## src/rtl/ibex_data_bus_sram_responder_if.sv

```systemverilog
// Ibex data bus: request/grant channel plus one-cycle response channel.
// Core side uses master, memory-side responders use slave.
interface ibex_data_bus;
  logic        req;
  logic [31:0] addr;
  logic        we;
  logic [3:0]  be;
  logic [31:0] wdata;
  logic        gnt;
  logic        rvalid;
  logic        err;
  logic [31:0] rdata;

  modport master (
    output req, addr, we, be, wdata,
    input  gnt, rvalid, err, rdata
  );

  modport slave (
    input  req, addr, we, be, wdata,
    output gnt, rvalid, err, rdata
  );
endinterface

```

## src/rtl/ibex_data_bus_sram_responder.sv

```systemverilog
// Data-bus responder in front of a 1-cycle synchronous SRAM, with
// programmable grant wait states and out-of-window error responses.
module ibex_data_bus_sram_responder #(
  parameter logic [31:0] ADDR_BASE   = 32'h0001_0000,
  parameter int unsigned SIZE_BYTES  = 4096,
  parameter int unsigned WAIT_STATES = 0,
  localparam int unsigned AW =
    (SIZE_BYTES > 4) ? $clog2(SIZE_BYTES / 4) : 1
) (
  input  logic          clk,
  input  logic          rst,
  ibex_data_bus.slave   data_bus,
  output logic          mem_req,
  output logic          mem_we,
  output logic [AW-1:0] mem_addr,
  output logic [3:0]    mem_be,
  output logic [31:0]   mem_wdata,
  input  logic [31:0]   mem_rdata
);

  typedef enum logic {
    IDLE,
    WAIT
  } state_e;

  localparam logic [3:0] CNT_INIT =
    (WAIT_STATES > 0) ? 4'(WAIT_STATES - 1) : 4'd0;

  state_e      state_q, state_d;
  logic [3:0]  cnt_q, cnt_d;
  logic        rvalid_q, rvalid_d;
  logic        load_q, load_d;
  logic        err_q, err_d;

  logic        gnt;
  logic        accept;
  logic        in_range;
  logic [32:0] addr_w;
  logic [32:0] lo;
  logic [32:0] hi;
  logic [31:0] off;

  // 33-bit compare so a window at the top of memory cannot wrap
  assign addr_w   = {1'b0, data_bus.addr[31:2], 2'b00};
  assign lo       = {1'b0, ADDR_BASE};
  assign hi       = lo + 33'(SIZE_BYTES);
  assign in_range = (addr_w >= lo) && (addr_w < hi);
  assign off      = data_bus.addr - ADDR_BASE;

  always_comb begin
    gnt = 1'b0;
    if (!rst) begin
      if (WAIT_STATES == 0) begin
        gnt = data_bus.req && (state_q == IDLE);
      end else begin
        gnt = data_bus.req && (state_q == WAIT)
              && (cnt_q == 4'd0);
      end
    end
  end

  assign accept = data_bus.req && gnt;

  always_comb begin
    state_d = state_q;
    cnt_d   = cnt_q;
    case (state_q)
      IDLE: begin
        if ((WAIT_STATES > 0) && data_bus.req) begin
          state_d = WAIT;
          cnt_d   = CNT_INIT;
        end
      end
      WAIT: begin
        if (!data_bus.req || (cnt_q == 4'd0)) begin
          state_d = IDLE;
          cnt_d   = 4'd0;
        end else begin
          cnt_d = cnt_q - 4'd1;
        end
      end
    endcase
  end

  always_comb begin
    rvalid_d = accept;
    load_d   = accept && in_range && !data_bus.we;
    err_d    = accept && !in_range;
  end

  always_ff @(posedge clk) begin
    if (rst) begin
      state_q  <= IDLE;
      cnt_q    <= 4'd0;
      rvalid_q <= 1'b0;
      load_q   <= 1'b0;
      err_q    <= 1'b0;
    end else begin
      state_q  <= state_d;
      cnt_q    <= cnt_d;
      rvalid_q <= rvalid_d;
      load_q   <= load_d;
      err_q    <= err_d;
    end
  end

  // Response is masked during reset so a pending beat never escapes
  assign data_bus.gnt    = gnt;
  assign data_bus.rvalid = rvalid_q && !rst;
  assign data_bus.err    = err_q && !rst;
  assign data_bus.rdata  =
    (rvalid_q && load_q && !rst) ? mem_rdata : 32'd0;

  assign mem_req   = accept && in_range;
  assign mem_we    = mem_req && data_bus.we;
  assign mem_addr  = off[AW+1:2];
  assign mem_be    = data_bus.be;
  assign mem_wdata = data_bus.wdata;

  logic unused_ok;
  assign unused_ok = ^{off[31:AW+2], off[1:0], data_bus.addr[1:0]};

endmodule

```

## src/flat_wrapper.sv

```systemverilog
// flat-port wrapper written by rule: the top's interface ports become plain ports
module ibex_data_bus_sram_responder_flat 
#(
  parameter logic [31:0] ADDR_BASE   = 32'h0001_0000,
  parameter int unsigned SIZE_BYTES  = 4096,
  parameter int unsigned WAIT_STATES = 0,
  localparam int unsigned AW =
    (SIZE_BYTES > 4) ? $clog2(SIZE_BYTES / 4) : 1
)
  (clk, rst, mem_req, mem_we, mem_addr, mem_be, mem_wdata, mem_rdata, data_bus_req, data_bus_addr, data_bus_we, data_bus_be, data_bus_wdata, data_bus_gnt, data_bus_rvalid, data_bus_err, data_bus_rdata);
  ibex_data_bus data_bus_i ();
  input  logic clk;
  input  logic rst;
  output logic mem_req;
  output logic mem_we;
  output logic [AW-1:0] mem_addr;
  output logic [3:0] mem_be;
  output logic [31:0] mem_wdata;
  input  logic [31:0] mem_rdata;
  input wire logic [$bits(data_bus_i.req)-1:0] data_bus_req;
  input wire logic [$bits(data_bus_i.addr)-1:0] data_bus_addr;
  input wire logic [$bits(data_bus_i.we)-1:0] data_bus_we;
  input wire logic [$bits(data_bus_i.be)-1:0] data_bus_be;
  input wire logic [$bits(data_bus_i.wdata)-1:0] data_bus_wdata;
  output wire logic [$bits(data_bus_i.gnt)-1:0] data_bus_gnt;
  output wire logic [$bits(data_bus_i.rvalid)-1:0] data_bus_rvalid;
  output wire logic [$bits(data_bus_i.err)-1:0] data_bus_err;
  output wire logic [$bits(data_bus_i.rdata)-1:0] data_bus_rdata;
  assign data_bus_i.req = data_bus_req;
  assign data_bus_i.addr = data_bus_addr;
  assign data_bus_i.we = data_bus_we;
  assign data_bus_i.be = data_bus_be;
  assign data_bus_i.wdata = data_bus_wdata;
  assign data_bus_gnt = data_bus_i.gnt;
  assign data_bus_rvalid = data_bus_i.rvalid;
  assign data_bus_err = data_bus_i.err;
  assign data_bus_rdata = data_bus_i.rdata;
  ibex_data_bus_sram_responder #(.ADDR_BASE(ADDR_BASE), .SIZE_BYTES(SIZE_BYTES), .WAIT_STATES(WAIT_STATES)) u_core (.clk(clk), .rst(rst), .data_bus(data_bus_i), .mem_req(mem_req), .mem_we(mem_we), .mem_addr(mem_addr), .mem_be(mem_be), .mem_wdata(mem_wdata), .mem_rdata(mem_rdata));
endmodule
```

## config.mk

```make
export PLATFORM = sky130hd
export DESIGN_NAME = ibex_data_bus_sram_responder_flat
export DESIGN_NICKNAME = d
export VERILOG_FILES = /design/src/rtl/ibex_data_bus_sram_responder_if.sv /design/src/rtl/ibex_data_bus_sram_responder.sv /design/src/flat_wrapper.sv
export SDC_FILE = /design/constraint.sdc
export NUM_CORES = 1
export LEC_CHECK = 0
export CORE_ASPECT_RATIO = 1.4
export CORE_MARGIN = 3
export CORE_UTILIZATION = 21
export DETAILED_ROUTE_END_ITERATION = 7
export PLACE_DENSITY_LB_ADDON = 0.1
export SETUP_SLACK_MARGIN = 0.15
export SYNTH_ARGS = -nofsm -noshare
export SYNTH_HDL_FRONTEND = slang
export SYNTH_SLANG_ARGS = --single-unit
```

## constraint.sdc

```tcl
create_clock -name clk -period 4.3 [get_ports clk]
set_input_delay 1.075 -clock clk [delete_from_list [all_inputs] [get_ports clk]]
set_output_delay 1.075 -clock clk [all_outputs]
set_load 0.01 [all_outputs]
```

==> summary.md <==
| Metric | Value |
|---|---|
| Run status | completed |
| Register Area | ~160 um^2 |
| Seq pwr share | 0.336 |
| Hold WS | slightly below 0.5 ns |
| Cell Area, Synth | between 900 and 1000 um^2 |
| Top cells by area, synth | buf_4, and3_1, dfxtp_1, nor4_1, clkbuf_1 |
| Final GP Congestion | between 0.7 and 0.8 |
| Reg clk slew, reported paths | approximately 0.040 ns |
| RSZ-0062 raised after global routing | no |
| # Max-Cap Violations | 0 |
| Top-area cell type share of the netlist area | 0.359 |
| Iter 0 DRT Violations | between 40 and 50 |
| Vias per inst | 4.47 |
| Sw Pwr | 41.7 uW |
| PwrDens | ~140 nW/um^2 |
| Vias in the first global route | about 1100 |
| Fin. max-slew vios | 0 |
| Most frequent cells in the layout | clkdlybuf4s50_1, and3_1, dfxtp_1 |
| Synth Net Count | 237 |
| Layout cells sized above 1 | 0.0341 |
| Final setup fails | 0 |
| PostCTS Resize Cnt | 0 |
| Layout filler cell count | 470 |
| TNS Setup | 0 ns |
| Worst rel slew slack | 0.505 |
| WP data arrival | between 2 and 3 ns |
| Largest net degree at the start of global routing | 34 |
| Worst-margin pin slew | around 0.74 ns |
| Startpoint class of the critical path | input port |
| Core ar. | 4310 um^2 |
| Htree depth | 1 |
| Int Pwr | roughly 180 uW |
| Global-route wire length before repair | between 4 and 5 mm |
| Crit path time final | about 4 ns |
| Setup Skew | 0.00204 ns |
| Residual DRC count | 0 |
| Layout area overhead | 70.4% |
| Total track usage | 0.114 |
| Row count | 28 |
| Max VDD drop | roughly 0.097 mV |
| Fmax | about 260 MHz |
| Most frequent CP cell | clkdlybuf4s50_1 |
| CTS Hold Buffers Added | 0 |
| Die area | ~5400 um^2 |
| Max FO, Critical Path | 33 |
| Total clock sinks | 8 |
| WL final | 3.22 mm |
| Nets@finish | between 200 and 300 |
| Wire length per cell | 13.6 um |
| I/O pins | between 150 and 200 |
| CP max stage cell | clkdlybuf4s50_1 |
| Die Span Y | 86.0 um |
| Switching Fraction | 0.185 |
| Die W | ~63 um |
| Synthesized instance count | 132 |
| Congestion Overflow GR | 0 |
| Crit path kind | input port to output pin |
| CTS max path bufs | 2 |
| Root Buffer | clkbuf_8 |
| Commonest non-fill, non-tap cell in the layout | clkdlybuf4s50_1 |
| Multi-input gate area | approximately 400 um^2 |
| Seq/Total Area, Yosys | 0.167 |
| Synth warn | 0 |
| Starting density of the core | 0.223 |
| CTS tree | yes |
| Leak | between 0.0006 and 0.0007 uW |
| Synthesized flop and latch total | 8 |
| Area leader, netlist | buf_4 |
| Avg Cell Area, Syn | 7.28 um^2 |
| Distinct cell type count after synthesis | 25 |
| HP Class | register to register |
| Crit-path max cell delay | about 0.56 ns |
| HPWL after detailed placement | about 2.7 mm |
| Logic pwr share | 0.267 |
| Worst-Skew Late Latency | approximately 0.23 ns |
| Final ANT Viol Nets | 0 |
| Port buffer count | 92 |
| Num CTS Buffers | 3 |
| Crit path cell chain | clkdlybuf4s50_1 -> nor2b_1 -> buf_4 -> and3_1 -> clkdlybuf4s50_1 |
| Req. time, crit path | roughly 3.2 ns |
| R2R Setup Slk | roughly 2.8 ns |
| Drt first pass iters | 3 |
| Antenna cells | 0 |
| Final critical-path share of the clock period | 0.906 |
| CP Capture Type | output pin |
| Initial antenna violation count | 0 |
| Post-CTS setup buffer count | 0 |
| Final Hold Vio Count | 0 |
| Clock share of power | 0.397 |
| Via count | approximately 1100 |
-- layout make-up --
| class | count | share of cell area |
|---|---|---|
| Tap cell | 60 | 0.0458 |
| Timing Repair Buffer | 93 | 0.567 |
| Multi-Input combinational cell | 66 | 0.251 |
| Sequential cell | 8 | 0.0978 |
| Inverter | 6 | 0.0138 |
| Clock buffer | 3 | 0.0252 |
-- flip-flops by register name, indices dropped and copies added, names as in the netlist --
| name | flops |
|---|---|
| u_core.cnt_q | 4 |
| u_core.rvalid_q | 1 |
| u_core.err_q | 1 |
| u_core.state_q | 1 |
| u_core.load_q | 1 |
-- logic make-up after synthesis --
logic type | synth area share
DFF | 0.167
adders and majority gates | 0.0130
buffers and inverters | 0.406
and+or+nand+nor | 0.369
AOI/OAI and AO/OA | 0.0456
-- power by group through the flow --
stage	Clock (uW)	Sequential (uW)	Combinational [uW]
finish	89.4	75.7	60.1
global route	97.3	75.6	64.9
CTS	92.8	75.6	60.9
detailed placement	0	76.9	60.5
global placement	0	76.9	59.7
floorplan	0	76.9	50.4
-- synthesized netlist by cell type --
library cell / n
a21oi_1: 3
a31oi_1: 1
and2b_1: 1
and2b_2: 1
and3_1: 32
buf_4: 46
clkbuf_1: 6
dfxtp_1: 8
ha_1: 1
inv_1: 6
nand2_1: 4
nand3_1: 2
nand4_1: 1
nor2_1: 1
nor2b_1: 3
nor3_1: 3
nor3b_1: 1
nor4_1: 5
nor4b_1: 1
o21a_1: 1
o21ai_0: 1
o32a_1: 1
or3_1: 1
or3_2: 1
or4_1: 1
-- layer usage --
| metal | wire, um | GRT usage | vias up |
|---|---|---|---|
| met5 | 0 | 0 | - |
| met4 | 128 | 0.0727 | 0 |
| li1 | - | - | 495 |
| met3 | 550 | 0.0668 | 22 |
| met1 | 1070 | 0.0913 | 432 |
| met2 | 1460 | 0.209 | 106 |
-- path summary, 6_finish.rpt --
| path | from | to | depth (start not counted) |
|---|---|---|---|
| hold / removal | u_core.cnt_q[0]$_SDFFE_PP0P_ | u_core.cnt_q[0]$_SDFFE_PP0P_ | 2 |
| setup reg to reg | u_core.cnt_q[0]$_SDFFE_PP0P_ | u_core.cnt_q[3]$_SDFFE_PP0P_ | 5 |
| hold reg to reg | u_core.cnt_q[0]$_SDFFE_PP0P_ | u_core.cnt_q[0]$_SDFFE_PP0P_ | 2 |
| setup / recovery | rst | data_bus_rdata[22] | 5 |
-- through the flow --
| stage | util | cells | cell area [um^2] | total power [uW] | worst slack (ns) |
|---|---|---|---|---|---|
| floorplan | - | 132 | 961 | 127 | 1.38 |
| global placement | 0.370 | 233 | 1600 | 137 | 0.402 |
| detailed placement | 0.370 | 233 | 1600 | 137 | 0.398 |
| CTS | 0.380 | 236 | 1640 | 229 | 0.391 |
| global route | 0.380 | 236 | 1640 | 238 | 0.270 |
| finish | 0.380 | 236 | 1640 | 225 | 0.406 |
-- critical path: cells and delay by family --
kind	cells	cell delay [ns]
buffers and inverters	3	1.38
AND/OR/NAND/NOR	2	0.36
(Power assumes the default switching activity.)
